--- config.mk ---
export PLATFORM = sky130hd
export DESIGN_NAME = sprite_engine
export DESIGN_NICKNAME = d
export VERILOG_FILES = /design/src/rtl/sprite_engine.sv
export SDC_FILE = /design/constraint.sdc
export NUM_CORES = 1
export LEC_CHECK = 0
export CORE_ASPECT_RATIO = 1.5
export CORE_MARGIN = 2
export CORE_UTILIZATION = 49
export DETAILED_ROUTE_END_ITERATION = 12
export PLACE_DENSITY = 0.77
export SYNTH_ARGS = -nofsm -noshare
export SYNTH_HDL_FRONTEND = slang
export SYNTH_SLANG_ARGS = --single-unit
--- constraint.sdc ---
create_clock -name vga_clk -period 6 [get_ports vga_clk]
set_input_delay 1.2 -clock vga_clk [delete_from_list [all_inputs] [get_ports vga_clk]]
set_output_delay 1.2 -clock vga_clk [all_outputs]
set_load 0.01 [all_outputs]
--- src/rtl/sprite_engine.sv ---
// Sprite renderer: maps the current raster position to a sprite ROM address,
// registers the palette index three pixel clocks later, and steps the animation frame.
module sprite_engine #(
  parameter int SPR_W           = 30,
  parameter int SPR_H           = 30,
  parameter int NUM_FRAMES      = 4,
  parameter int FRAME_DIV       = 8,
  parameter int IDX_W           = 3,
  parameter int TRANSPARENT_IDX = 0,
  parameter int LOOP            = 1,
  localparam int ADDR_W  = $clog2(SPR_W * SPR_H * NUM_FRAMES),
  localparam int FRAME_W = (NUM_FRAMES > 1) ? $clog2(NUM_FRAMES) : 1
) (
  input  logic               vga_clk,
  input  logic               Reset,
  input  logic               frame_start,
  input  logic [9:0]         DrawX,
  input  logic [9:0]         DrawY,
  input  logic [9:0]         SpriteX,
  input  logic [9:0]         SpriteY,
  input  logic               blank,
  input  logic               enable,
  input  logic               mirror,
  input  logic               anim_en,
  output logic [ADDR_W-1:0]  rom_addr,
  input  logic [IDX_W-1:0]   rom_data,
  output logic [IDX_W-1:0]   pal_index,
  output logic               pix_valid,
  output logic [FRAME_W-1:0] frame_idx,
  output logic               anim_done
);

  localparam int FRAME_SIZE = SPR_W * SPR_H;
  localparam int DIV_W      = (FRAME_DIV > 1) ? $clog2(FRAME_DIV) : 1;

  logic signed [10:0] ox;
  logic signed [10:0] oy;
  logic signed [11:0] lx;
  logic signed [11:0] ly;
  logic signed [11:0] cx;
  logic               hit;
  logic [ADDR_W-1:0]  addr_next;
  logic [2:0]         ctl_s0;
  logic [2:0]         ctl_d [1:2];
  logic [DIV_W-1:0]   div_cnt_reg;
  logic [FRAME_W-1:0] last_frame;

  // Local coordinates are one bit wider than the origin so a far-right DrawX
  // against a negative origin cannot overflow and wrap back into the box.
  assign ox = $signed({1'b0, SpriteX}) - 11'(SPR_W / 2);
  assign oy = $signed({1'b0, SpriteY}) - 11'(SPR_H / 2);
  assign lx = $signed({2'b00, DrawX}) - $signed({ox[10], ox});
  assign ly = $signed({2'b00, DrawY}) - $signed({oy[10], oy});

  assign hit = !lx[11] && (lx < 12'(SPR_W)) && !ly[11] && (ly < 12'(SPR_H));
  assign cx  = mirror ? (12'(SPR_W - 1) - lx) : lx;

  assign addr_next = ADDR_W'(frame_idx) * ADDR_W'(FRAME_SIZE)
                   + ADDR_W'(ly) * ADDR_W'(SPR_W)
                   + ADDR_W'(cx);

  assign ctl_s0     = {hit, blank, enable};
  assign last_frame = FRAME_W'(NUM_FRAMES - 1);

  always_ff @(posedge vga_clk) begin
    if (Reset) begin
      rom_addr  <= '0;
      pal_index <= '0;
      pix_valid <= 1'b0;
      ctl_d[1]  <= '0;
      ctl_d[2]  <= '0;
    end else begin
      if (hit) begin
        rom_addr <= addr_next;
      end
      ctl_d[1]  <= ctl_s0;
      ctl_d[2]  <= ctl_d[1];
      pal_index <= rom_data;
      pix_valid <= ctl_d[2][2] & ctl_d[2][1] & ctl_d[2][0]
                 & (rom_data != IDX_W'(TRANSPARENT_IDX));
    end
  end

  // Animation: frame_idx only moves on a qualified frame_start, so pixels
  // already past the address stage keep the frame they were fetched with.
  always_ff @(posedge vga_clk) begin
    if (Reset) begin
      div_cnt_reg <= '0;
      frame_idx   <= '0;
      anim_done   <= 1'b0;
    end else if (frame_start && anim_en) begin
      if (div_cnt_reg == DIV_W'(FRAME_DIV - 1)) begin
        div_cnt_reg <= '0;
        if (frame_idx == last_frame) begin
          if (LOOP != 0) begin
            frame_idx <= '0;
          end else begin
            anim_done <= 1'b1;
          end
        end else begin
          frame_idx <= frame_idx + FRAME_W'(1);
          if ((LOOP == 0) && (frame_idx == last_frame - FRAME_W'(1))) begin
            anim_done <= 1'b1;
          end
        end
      end else begin
        div_cnt_reg <= div_cnt_reg + DIV_W'(1);
      end
    end
  end

endmodule

# Word-level counts from Yosys, hierarchy flattened

Memory sizes are Yosys's and may differ from the RTL's.
Cells that the tools add are included.

Order comparisons: 2
Equality and inequality tests: 2
Add/sub/neg operators: 9
Mux-type cells: 8
Bitwise gates (word level): 5
Reduce and logical (&&, ||, !) cells: 8
Multiply operators: 2

Operator list:

| operator              | count |
|---|---|
| $add 12x12->12        | 2 |
| $lt 12x6->1 const B   | 2 |
| $sub 11x11->12        | 2 |
| $sub 10x4->11 const B | 2 |
| $mul 12x4->11 const B | 1 |
| $mux 12               | 1 |
| $sub 6x12->12 const A | 1 |
| $mul 2x8->10 const B  | 1 |
| $mux 3                | 3 |
| $logic_and 1x1->1     | 4 |
| $add 3x1->3 const B   | 1 |
| $and 1x1->1           | 3 |
| $eq 3x3->1 const B    | 1 |
| $mux 1                | 3 |
| $reduce_bool 3->1     | 1 |
| $add 2x1->2 const B   | 1 |
| $eq 2x2->1 const B    | 1 |
| $logic_not 1->1       | 2 |
| $mux 2                | 1 |
| $or 1x1->1            | 2 |
| $reduce_and 2->1      | 1 |

Register bits after elaboration: 21
Output and inout port bits: 19
Logic and storage cells: 42
Memories: 1
Bits of input ports: 50
Bits in writable memories: 6

Memories:

| memory | depth | bits a word | rd ports | clocked after Yosys merged registers in | wr ports | line | source |
|---|---|---|---|---|---|---|---|
| ctl_d  | 2     | 3           | 2        | 0                                       | 2        | 44   | `logic [2:0] ctl_d [1:2];` |

# Depth between registers and ports, before layout

Gate-level depths: netlist (run 1).

Word-level depth: 7
Mapped depth: 27
Mapped depth without buffers: 27

# Least setup slack after synthesis (run 1)

No wires, ideal clock.

Path kind: input to register
From: input SpriteY[0]
To: register rom_addr[11]
Slack: -468 ps
Arrival time: 6,354 ps
Required time: 5,885 ps
Buffers on the path: 0
Library setup time: 115 ps
Cell stages on the path: 23
Path through: ha_1 -> fa_1 -> xnor2_1 -> inv_1 -> fa_1 -> inv_1 -> fa_1 -> ha_1 -> a21o_1 -> a21oi_1 -> o21ai_0 -> a21oi_1 -> o21bai_1 -> a21oi_1 -> xor2_1 -> fa_1 -> inv_1 -> ha_1 -> a21oi_1 -> o21ai_0 -> xnor2_1 -> xnor3_1 -> o21a_1

Word-level cells in the longest chain between the ends: 5
Elaborated cells on any way between the ends: 9
Those cells by class: 4 x add/sub; 1 x mul; 1 x order compare; 3 x reduce/logical

Ends and longest elaborated chain:

| what                                                       | line   | source |
|---|---|---|
| from (decl)                                                | 20     | `input logic [9:0] SpriteY,` |
| $sub 10x4->11 (*)                                          | 51     | `assign oy = $signed({1'b0, SpriteY}) - 11'(SPR_H / 2);` |
| $sub 11x11->12 (*)                                         | 53     | `assign ly = $signed({2'b00, DrawY}) - $signed({oy[10], oy});` |
| $mul 12x4->11 / $logic_not 1->1 (equally long branches)    | 59, 55 |  |
| $add 12x12->12 / $logic_and 1x1->1 (equally long branches) | 59, 55 |  |
| $add 12x12->12 / $logic_and 1x1->1 (equally long branches) | 60, 55 |  |
| to (signal assigned)                                       | 74     | `rom_addr <= addr_next;` |
| to (decl)                                                  | 25     | `output logic [ADDR_W-1:0] rom_addr,` |

Mark *: on every way between the ends. The rest lies on a longest branch, timed or not.
A chain may end at the register's enable or synchronous reset.

# Worst setup path in the final report (run 1)

Ends and elaborated chain as after synthesis.

==> key figures, run 1 <==
Detailed routing
  • Total wire length: between 10,000 and 15,000 um
  • DRC viols: 0
  • Routed WL per cell: between 10 and 15 um
  • Vias/cell: between 5 and 6
  • DRT Pass-1 Iters: 4
  • Remaining antenna violation count after routing: 0
  • Vias: about 3,900
  • 1st-iter DRT viols: between 100 and 150

Setup path
  • R2R setup slack: 2.44 ns
  • Data arrival, critical path: roughly 6.2 ns
  • CP Cell Sequence: buf_8, ha_4, buf_4, a311oi_4, xnor2_1, ha_1, a21oi_2, a21oi_2, xor2_2, inv_2, fa_1, fa_1, inv_2, ha_4, a21oi_4, xor2_2, fa_2, xnor2_2, xnor2_2, xnor2_1, xnor3_1, xnor3_1, o21a_1
  • FF-to-FF End: rom_addr[10]$_SDFFE_PP0P_
  • Setup CP Type: in2reg
  • Slowest CP cell: fa_1
  • Max stage delay on crit path: 0.55 ns
  • Critical Path RT: between 6 and 7 ns
  • Crit path from: SpriteY[0]
  • R2R Path Start: frame_idx[0]$_SDFFE_PP0P_
  • Worst setup EP type: register
  • Max FO, Critical Path: 3
  • CP startpoint kind: input port
  • Cells on worst reg2reg path: 15
  • Critical Path Sink: rom_addr[11]$_SDFFE_PP0P_

Yosys
  • Top FF cell, synth: dfxtp_1
  • Synth top area cells: ha_1 18%, dfxtp_1 14%, xnor2_1 9.9%, fa_1 9.8%, inv_1 6.1%
  • Register area share after synthesis: 0.1386
  • Synthesized cell area: 3900 um2
  • Post-synth EDFFs: 0
  • Cell taking the most area after synthesis: ha_1
  • Synth Warn #: 0
  • FFs w/ async S/R, synth: 0
  • Synth cell types: 59
  • #FFs+latches synth: 27
  • Count leader, synth: inv_1
  • Syn Nets: about 600
  • Cell count after synthesis: approximately 460
  • Post-synth top area share: 0.1829
  • Syn Area/Cell: about 8.4 um2
  • Synth cell count leaders: 63 x inv_1, 57 x ha_1, 44 x xnor2_1

Min path
  • Worst hold path class: reg2reg
  • Worst Hold Depth: 1

Job
  • Max-cap violations: 0

Global routing
  • GRT Total Usage: 0.2273
  • Global route overflow: 0
  • Vias in the first global route: between 4,000 and 5,000
  • Initial antenna violation count: 0
  • First-pass GRT wire length: 16,580 um
  • Pin count of the biggest net entering global routing: 28

Place
  • Placed Area: 5430 um2
  • # port buffers: between 60 and 70
  • DPL Wire Length: about 8000 um
  • Pre-CTS setup slack: -0.7793 ns
  • Routability cong.: between 0.8 and 0.9

Timing
  • Period minus WS final: 6.063 ns
  • Slew at the pin closest to its max-slew limit: ~0.93 ns
  • Setup violations, final: 1
  • Max-slew violation count: 0
  • Slew HR: 0.3762
  • Worst Skew: ~0.00086 ns
  • WHS: approximately 0.44 ns
  • Final worst-path setup slack: -0.06341 ns
  • Fin crit share: 1.011
  • F_max: between 150 and 200 MHz
  • Final hold vios: 0
  • Unrepaired setup endpoints after global routing: true

Finish
  • Design area: between 5000 and 6000 um2
  • Filler instances: ~530
  • Nets: around 760
  • Finished Core Util: 0.7820
  • Diode count: 0
  • Largest registers: rom_addr (12), ctl_d (6)
  • Layout cells sized above 1: 0.3121
  • Sequential cell area: about 540 um2
  • Largest Register: rom_addr
  • Area delta synth->final: 53.61%
  • Area of the multi-input gates: between 3000 and 4000 um2
  • Largest register FFs: 12

Status
  • Failing checks: negative setup slack
  • Outcome: finished with violations

Die
  • Starting Density: 0.5091
  • Die height: 113.3 um
  • Top Ports: 69
  • Rows: 39
  • Total die area: 8704 um2
  • Die W: approximately 77 um
  • Core Footprint: roughly 7700 um2

Clock network
  • Clock Root Buffer: clkbuf_16
  • TritonCTS buffer count: 3
  • CTS tree: done
  • Worst-skew pair later-pin latency: roughly 0.26 ns
  • Clock tree buffer depth: 2
  • CTS sink cnt: 27
  • Clk slew on worst S/H paths: approximately 0.06 ns
  • H-tree levels: 1
-- per-layer routing --
metal | vias up | share of wire | GRT usage
met5 | - | 0 | 0
met4 | 0 | 0.034 | 0.08242
met3 | 22 | 0.023 | 0.01196
met2 | 93 | 0.59 | 0.4947
met1 | 1843 | 0.35 | 0.2126
li1 | 1918 | - | -
-- layout by cell type (no fill, tap or decap), drive strengths merged, types with 17 or more instances in the layout --
cell,n
buf,105
nor2,32
a21oi,27
fa,19
o21ai,19
nor3,17
nand2,18
xnor2,44
dfxtp,27
clkdlybuf4s50,58
ha,57
inv,63
-- worst min-delay path by stage --
stage                            from                     end  slack [ns]
2_1_floorplan  ctl_d[1][0]$_SDFF_PP0_  ctl_d[2][0]$_SDFF_PP0_        0.41
5_1_grt        ctl_d[1][2]$_SDFF_PP0_  ctl_d[2][2]$_SDFF_PP0_        0.47
3_3_place_gp   ctl_d[1][2]$_SDFF_PP0_  ctl_d[2][2]$_SDFF_PP0_        0.42
4_1_cts        ctl_d[1][2]$_SDFF_PP0_  ctl_d[2][2]$_SDFF_PP0_        0.44
6_report       ctl_d[1][2]$_SDFF_PP0_  ctl_d[2][2]$_SDFF_PP0_        0.44
3_5_place_dp   ctl_d[1][2]$_SDFF_PP0_  ctl_d[2][2]$_SDFF_PP0_        0.42
-- logic make-up after synthesis --
family,synth area share
AND/OR/NAND/NOR,0.1803
AO/OA/AOI/OAI,0.1530
adder cells (fa/ha/maj),0.2804
buffers and inverters,0.06898
XOR/XNOR,0.1440
flip-flops,0.1386
multiplexers,0.03369
other,0.0009615
-- final cells by class --
| class | instances | share of cell area |
|---|---|---|
| sequential | 27 | 0.09023 |
| clock inverter | 1 | 0.0008354 |
| multi-input combinational | 367 | 0.5942 |
| clock buffer | 3 | 0.01253 |
| timing repair buffer | 167 | 0.2414 |
| tap | 102 | 0.02130 |
| inverter | 63 | 0.03947 |
-- stage by stage --
step,instances,setup TNS (ns)
6_report,730,-0.06341
5_1_grt,730,-0.4002
4_1_cts,719,-0.09945
3_5_place_dp,705,-2.564
3_3_place_gp,705,-1.792
2_1_floorplan,464,-0.01898
-- critical path: cells and delay by family --
family	cells	cell delay, ns
xor gates and xnor gates	8	1.64
buffers and inverters	4	0.39
adders and majority gates	6	2.25
AOI/OAI and AO/OA	5	0.75
-- timing repair --
| action | in CTS | in global routing |
|---|---|---|
| hold buffers | 0 | 0 |
| setup buffers | 10 | 11 |
| hold endpoints to repair | 0 | 0 |
| pin swaps | 46 | 43 |
| resized for setup | 65 | 28 |
| endpoints found under the setup margin | 4 | 3 |
Power of run 1 is not shown: default switching activity piles up to over one toggle a cycle in this logic, so the estimate is an artifact.
==> run 2, diff against run 1 <==
--- a/config.mk
+++ b/config.mk
@@ -8,6 +8,7 @@
 export CORE_ASPECT_RATIO = 1.5
 export CORE_MARGIN = 2
 export CORE_UTILIZATION = 49
+export CTS_CLUSTER_DIAMETER = 120
 export DETAILED_ROUTE_END_ITERATION = 12
 export PLACE_DENSITY = 0.77
 export SYNTH_ARGS = -nofsm -noshare
==> results of run 2 <==
Final layout, timing and power as in run 1 (identical DEF).
Power of run 2 is left out for the same reason.
==> run 3, diff against run 2 <==
--- a/config.mk
+++ b/config.mk
@@ -11,6 +11,7 @@
 export CTS_CLUSTER_DIAMETER = 120
 export DETAILED_ROUTE_END_ITERATION = 12
 export PLACE_DENSITY = 0.77
+export RECOVER_POWER = 50
 export SYNTH_ARGS = -nofsm -noshare
 export SYNTH_HDL_FRONTEND = slang
 export SYNTH_SLANG_ARGS = --single-unit
==> run 3 against run 2 <==
The flow still finishes with violations (negative setup slack). Count of clock-buffer cells in the layout stayed put. Clock skew is essentially flat. Worst hold slack barely moved. Register-to-register slack about the same. Critical path depth is the same.
==> key figures, run 3 (synthesis gave the netlist of run 1 again) <==
Status
  • Outcome: finished with violations
  • Failing checks: negative setup slack

Finish
  • Commonest non-fill, non-tap cell in the layout: buf_4
  • Post-route insts no fill: 730
  • Area delta synth->final: 53.61%
  • Largest register FFs: 12
  • Largest Register: rom_addr
  • Layout cells sized above 1: 0.3121
  • Finished Core Util: 0.7820
  • Diode count: 0
  • Filler instances: between 500 and 600
  • Most frequent cells in the layout: 95 x buf_4, 50 x inv_1, 44 x clkdlybuf4s50_1, 40 x ha_1, 33 x xnor2_1
  • Nets: approximately 760
  • Largest registers: rom_addr (12), ctl_d (6)

Global routing
  • First-pass GRT wire length: ~17,000 um
  • Pin count of the biggest net entering global routing: 28
  • Global route overflow: 0
  • GRT Total Usage: 0.2273
  • Vias in the first global route: a little over 4,000
  • Initial antenna violation count: 0

Clock network
  • CTS tree: done
  • CTS sink cnt: 27
  • Clk slew on worst S/H paths: ~0.06 ns
  • Clock Root Buffer: clkbuf_16
  • Worst-skew pair later-pin latency: between 0.2 and 0.3 ns
  • Clock tree buffer depth: 2
  • TritonCTS buffer count: 3
  • H-tree levels: 1
  • # hold bufs at CTS: 0

Min path
  • Worst hold path class: reg2reg

Detailed routing
  • Vias: ~3,900
  • Total wire length: approximately 10,000 um
  • Vias/cell: between 5 and 6
  • 1st-iter DRT viols: approximately 130
  • DRC viols: 0
  • Routed WL per cell: 14.37 um
  • Remaining antenna violation count after routing: 0
  • DRT Pass-1 Iters: 4

Die
  • Core Footprint: around 7700 um2
  • Total die area: just under 9000 um2
  • Die height: roughly 110 um
  • Die W: between 70 and 80 um
  • Top Ports: slightly below 70
  • Rows: 39
  • Starting Density: 0.5091

Setup path
  • CP startpoint kind: input port
  • Worst setup EP type: register
  • Setup CP Type: in2reg
  • Max FO, Critical Path: 3
  • Critical Path RT: 6.15 ns
  • Data arrival, critical path: ~6.2 ns

Timing
  • Worst Skew: 0.001141 ns
  • Unrepaired setup endpoints after global routing: true
  • Slew HR: 0.3692
  • Final worst-path setup slack: -0.06373 ns
  • Period minus WS final: 6.064 ns
  • Slew at the pin closest to its max-slew limit: between 0.9 and 1 ns
  • F_max: 164.9 MHz
  • Setup violations, final: 1
  • Final hold vios: 0
  • Max-slew violation count: 0
  • Fin crit share: 1.011

Place
  • DPL Wire Length: 8006 um
  • Placed cell count: ~710
  • Pre-CTS setup slack: -0.7793 ns
  • Routability cong.: ~0.85
  • # port buffers: between 60 and 70

Job
  • Max-cap violations: 0
-- run 3: cell count changes in the layout (fill, tap and decap cells not counted) --
| cell | before | now |
|---|---|---|
| clkdlybuf4s50_1 | 58 | 44 |
| dlygate4sd3_1 | 0 | 14 |
-- run 3: what timing repair did --
| action | CTS | global route |
|---|---|---|
| setup buffers | 10 | 11 |
| resized for setup | 65 | 28 |
| endpoints found under the setup margin | 4 | 3 |
| pin swaps | 46 | 43 |
-- run 3: worst paths after layout --
check	cells after the start	start	slack (ns)	end
hold / removal	1	ctl_d[1][2]$_SDFF_PP0_	0.44	ctl_d[2][2]$_SDFF_PP0_
setup reg to reg	15	frame_idx[0]$_SDFFE_PP0P_	2.45	rom_addr[10]$_SDFFE_PP0P_
hold reg to reg	1	ctl_d[1][2]$_SDFF_PP0_	0.44	ctl_d[2][2]$_SDFF_PP0_
setup / recovery	23	SpriteY[0]	-0.06	rom_addr[11]$_SDFFE_PP0P_
-- run 3: final cells by class --
type	instances	area, um2	share of cell area
Sequential cell	27	540.5	0.09023
Timing Repair Buffer	167	1446	0.2414
Tap cell	102	127.6	0.02130
Multi-Input combinational cell	367	3560	0.5942
Clock buffer	3	75.07	0.01253
Inverter	63	236.5	0.03947
Clock inverter	1	5.005	0.0008354
-- run 3: worst max-delay path: stages --
cell and delay (ns):
buf_8 0.10, ha_4 0.18, buf_4 0.14, a311oi_4 0.24, xnor2_1 0.10, ha_1 0.35
a21oi_2 0.08, a21oi_2 0.20, xor2_2 0.19, inv_2 0.09, fa_1 0.50, fa_1 0.55
inv_2 0.06, ha_4 0.28, a21oi_4 0.06, xor2_2 0.19, fa_2 0.39, xnor2_2 0.16
xnor2_2 0.15, xnor2_1 0.20, xnor3_1 0.27, xnor3_1 0.38, o21a_1 0.17
-- run 3: per-stage QoR --
| stage | hold slack, ns | setup TNS [ns] | area, um2 |
|---|---|---|---|
| 6_report | 0.4356 | -0.06373 | 5991 |
| 5_1_grt | 0.4679 | -0.3910 | 5991 |
| 4_1_cts | 0.4384 | -0.09945 | 5748 |
| 3_5_place_dp | 0.4234 | -2.564 | 5430 |
| 3_3_place_gp | 0.4174 | -1.792 | 5430 |
| 2_1_floorplan | 0.4138 | -0.01898 | 4071 |
-- run 3: routing by layer --
| layer | share of wire | global-route usage | up-vias |
|---|---|---|---|
| met5 | 0 | 0 | - |
| li1 | - | - | 1918 |
| met1 | 0.35 | 0.2126 | 1846 |
| met2 | 0.59 | 0.4947 | 95 |
| met3 | 0.023 | 0.01196 | 22 |
| met4 | 0.034 | 0.08242 | 0 |
Power of run 3 is left out for the same reason.
==> RTL change, RTL diff (config.mk and constraints of run 2) <==
`SPR_W`: 30 -> 60.
--- a/src/rtl/sprite_engine.sv
+++ b/src/rtl/sprite_engine.sv
@@ -3,3 +3,3 @@
 module sprite_engine #(
-  parameter int SPR_W           = 30,
+  parameter int SPR_W           = 60,
   parameter int SPR_H           = 30,
Ports: changed (resized rom_addr); port bits go from 69 to 70. The function was not compared with the original's and may differ.
==> RTL change against run 2 <==
The run still ends with setup timing left. Worst hold slack better by 0.0041 ns. Register-to-register slack gained 0.12 ns. Setup slack got worse by 0.72 ns. Maximum frequency shrank 11%. Routed wire length is 37% higher. Sequential share of layout area is 0.43 points lower. Utilization grew 4.3 points. Sequential cell count rose by 1. Synthesized area grew 1.3%. Final area grew 8.9%. Global-route usage grew 5.3 points. Largest cell class unchanged. Highest routed layer unchanged.
Power is left out: the tool's default activity adds up to more than one toggle a clock period on the data nets, which glitch-free logic cannot reach.
==> RTL change: results (changes against run 2) <==
[global_routing]
use_met1_pct = 25.37  ; +4.1 points
grt_pass1_wl_um = 20130  ; +21%
met3_usage_pct = 3.956  ; +2.8 points
grtUsageMet2_pct = 57.97  ; +8.5 points
grt_max_degree = 30  ; +7.1%
track_usage_pct = 28.04  ; +5.3 points
antenna_found_initial = 0  ; unchanged
grt_pass1_vias = 4674  ; +16%

[clock_network]
cts_buffers = 3  ; unchanged
cts.clk_slew.worst_paths_ns = 0.07
ctsRootBufferMaster = clkbuf_16
clock_latency_ns = 0.26  ; about the same
htreeDepth = 1  ; unchanged
ctsLongestPathBuffers = 2  ; unchanged

[place]
gp_congestion = 0.8531  ; +0.27%
dp_hpwl_um = 8543  ; +6.7%
port_buffers = 68  ; +1.5%

[worst_setup_path]
crit_slowest_cell = fa_1
r2r_setup_slack_ns = 2.56  ; +0.12 ns
slowest_delay_ns = 0.53  ; -0.02 ns
critPathMaxFanout = 3  ; unchanged

[finish]
fillers = 431  ; -19%
drive_gt1_share_pct = 34.97  ; +3.8 points
top_regs = rom_addr: 13 flops, ctl_d: 6 flops
fin_nets = 801  ; +6.1%
antennaDiodeCount = 0  ; unchanged

[synthesis]
mappedNetlistNets = 598  ; +1.4%
async_flop_share_pct = 0  ; unchanged
synth_commonest_cells = 58 x ha_1, 58 x inv_1, 41 x nor2_1
ys_types = 54  ; -8.5%
yosysWarnings = 0  ; unchanged
synth_ff_type = dfxtp_1
synth.area.top_cells = ha_1 18%, dfxtp_1 14%, fa_1 10%, xnor2_1 8.6%, inv_1 5.5%
ys_seq_area_share_pct = 14.18  ; +0.32 points

[sta]
slew_headroom_pct = 33.91  ; -3.7 points
fin_setup_tns_ns = -1.923  ; -1.859 ns
finalSetupViolations = 4  ; +3
setup_ws_ns = -0.7809  ; -0.7175 ns
clock_skew_ns = 0.006418  ; +0.005560 ns
drv_slew = 0  ; unchanged

[drt]
firstDrtPassIters = 7  ; +3
drt_iter0_markers = 231  ; +79%
viasPerCell = 5.605  ; +5.6%
wl_um = 14330  ; +37%

[run_status]
run_status = finished, violations left
violations = setup timing

[min_path]
hold_class = reg -> reg

[RTL change: cell types whose count changed after synthesis, sizes merged, moves of 4 or more]
cell | run 2 | this run
nor2b | 15 | 20
inv | 63 | 58
nor2 | 32 | 41
o21bai | 1 | 5
nand3b | 1 | 6
a21o | 9 | 4
o31a | 0 | 7
nand2b | 9 | 2
xnor2 | 44 | 39
nor3 | 17 | 13
[RTL change: repair_timing]
item                                    4_1_cts  5_1_grt
endpoints found under the setup margin        6        5
gates resized for setup                      72       65
buffers inserted                             22       13
hold endpoints to repair                      0        0
pin swaps                                    39       37
[RTL change: metrics by stage]
step | std cells | cell area (um^2) | hold slack, ns | setup slack [ns]
3_5_place_dp | 742 | 5664 | 0.4231 | -1.269
6_report | 777 | 6521 | 0.4398 | -0.7809
3_3_place_gp | 742 | 5664 | 0.4209 | -1.066
4_1_cts | 767 | 6157 | 0.4384 | -0.3978
2_1_floorplan | 470 | 4091 | 0.4138 | -0.4580
5_1_grt | 777 | 6521 | 0.4708 | -1.071
[RTL change: cells by family (layout without fill, tap and decap cells)]
logic type      after synthesis  count (layout)  synth area share, %
compound gates               89              89                15.89
xor+xnor                     54              54                12.69
fa+ha+maj                    78              78                28.49
buf+inv                      66             268                6.584
flops                        28              28                14.18
mux                          14              14                3.545
other cells                   1               1              0.09488
simple gates                140             140                18.52
[RTL change: path summary, 6_finish.rpt]
path	start	to	cells after the start
worst max register to register	frame_idx[0]$_SDFFE_PP0P_	rom_addr[11]$_SDFFE_PP0P_	16
worst min-delay path	ctl_d[1][2]$_SDFF_PP0_	ctl_d[2][2]$_SDFF_PP0_	1
worst min register to register	ctl_d[1][2]$_SDFF_PP0_	ctl_d[2][2]$_SDFF_PP0_	1
worst max-delay path	SpriteY[1]	rom_addr[12]$_SDFFE_PP0P_	28
[RTL change: cell type report]
cell class	instances	area [um^2]	share of cell area, %
multi-input cells	376	3737	57.31
well taps	105	131.4	2.015
clock buffers	3	75.07	1.151
clock inverters	1	30.03	0.4605
repair buffers	206	1767	27.09
inverters	58	220.2	3.377
flip-flops and latches	28	560.5	8.596
[RTL change: routing by layer]
metal  share of wire (%)  vias to the layer above
met5                   0                        -
met4                 7.4                        0
met3                 4.2                       82
met2                  55                      178
met1                  33                     2069
li1                    -                     2026
[RTL change: critical path: cells and delay by family]
| family | cells | cell delay [ns] |
|---|---|---|
| simple gates | 3 | 0.45 |
| xor+xnor | 9 | 1.78 |
| compound gates | 2 | 0.54 |
| buf+inv | 7 | 0.79 |
| fa+ha+maj | 7 | 2.18 |
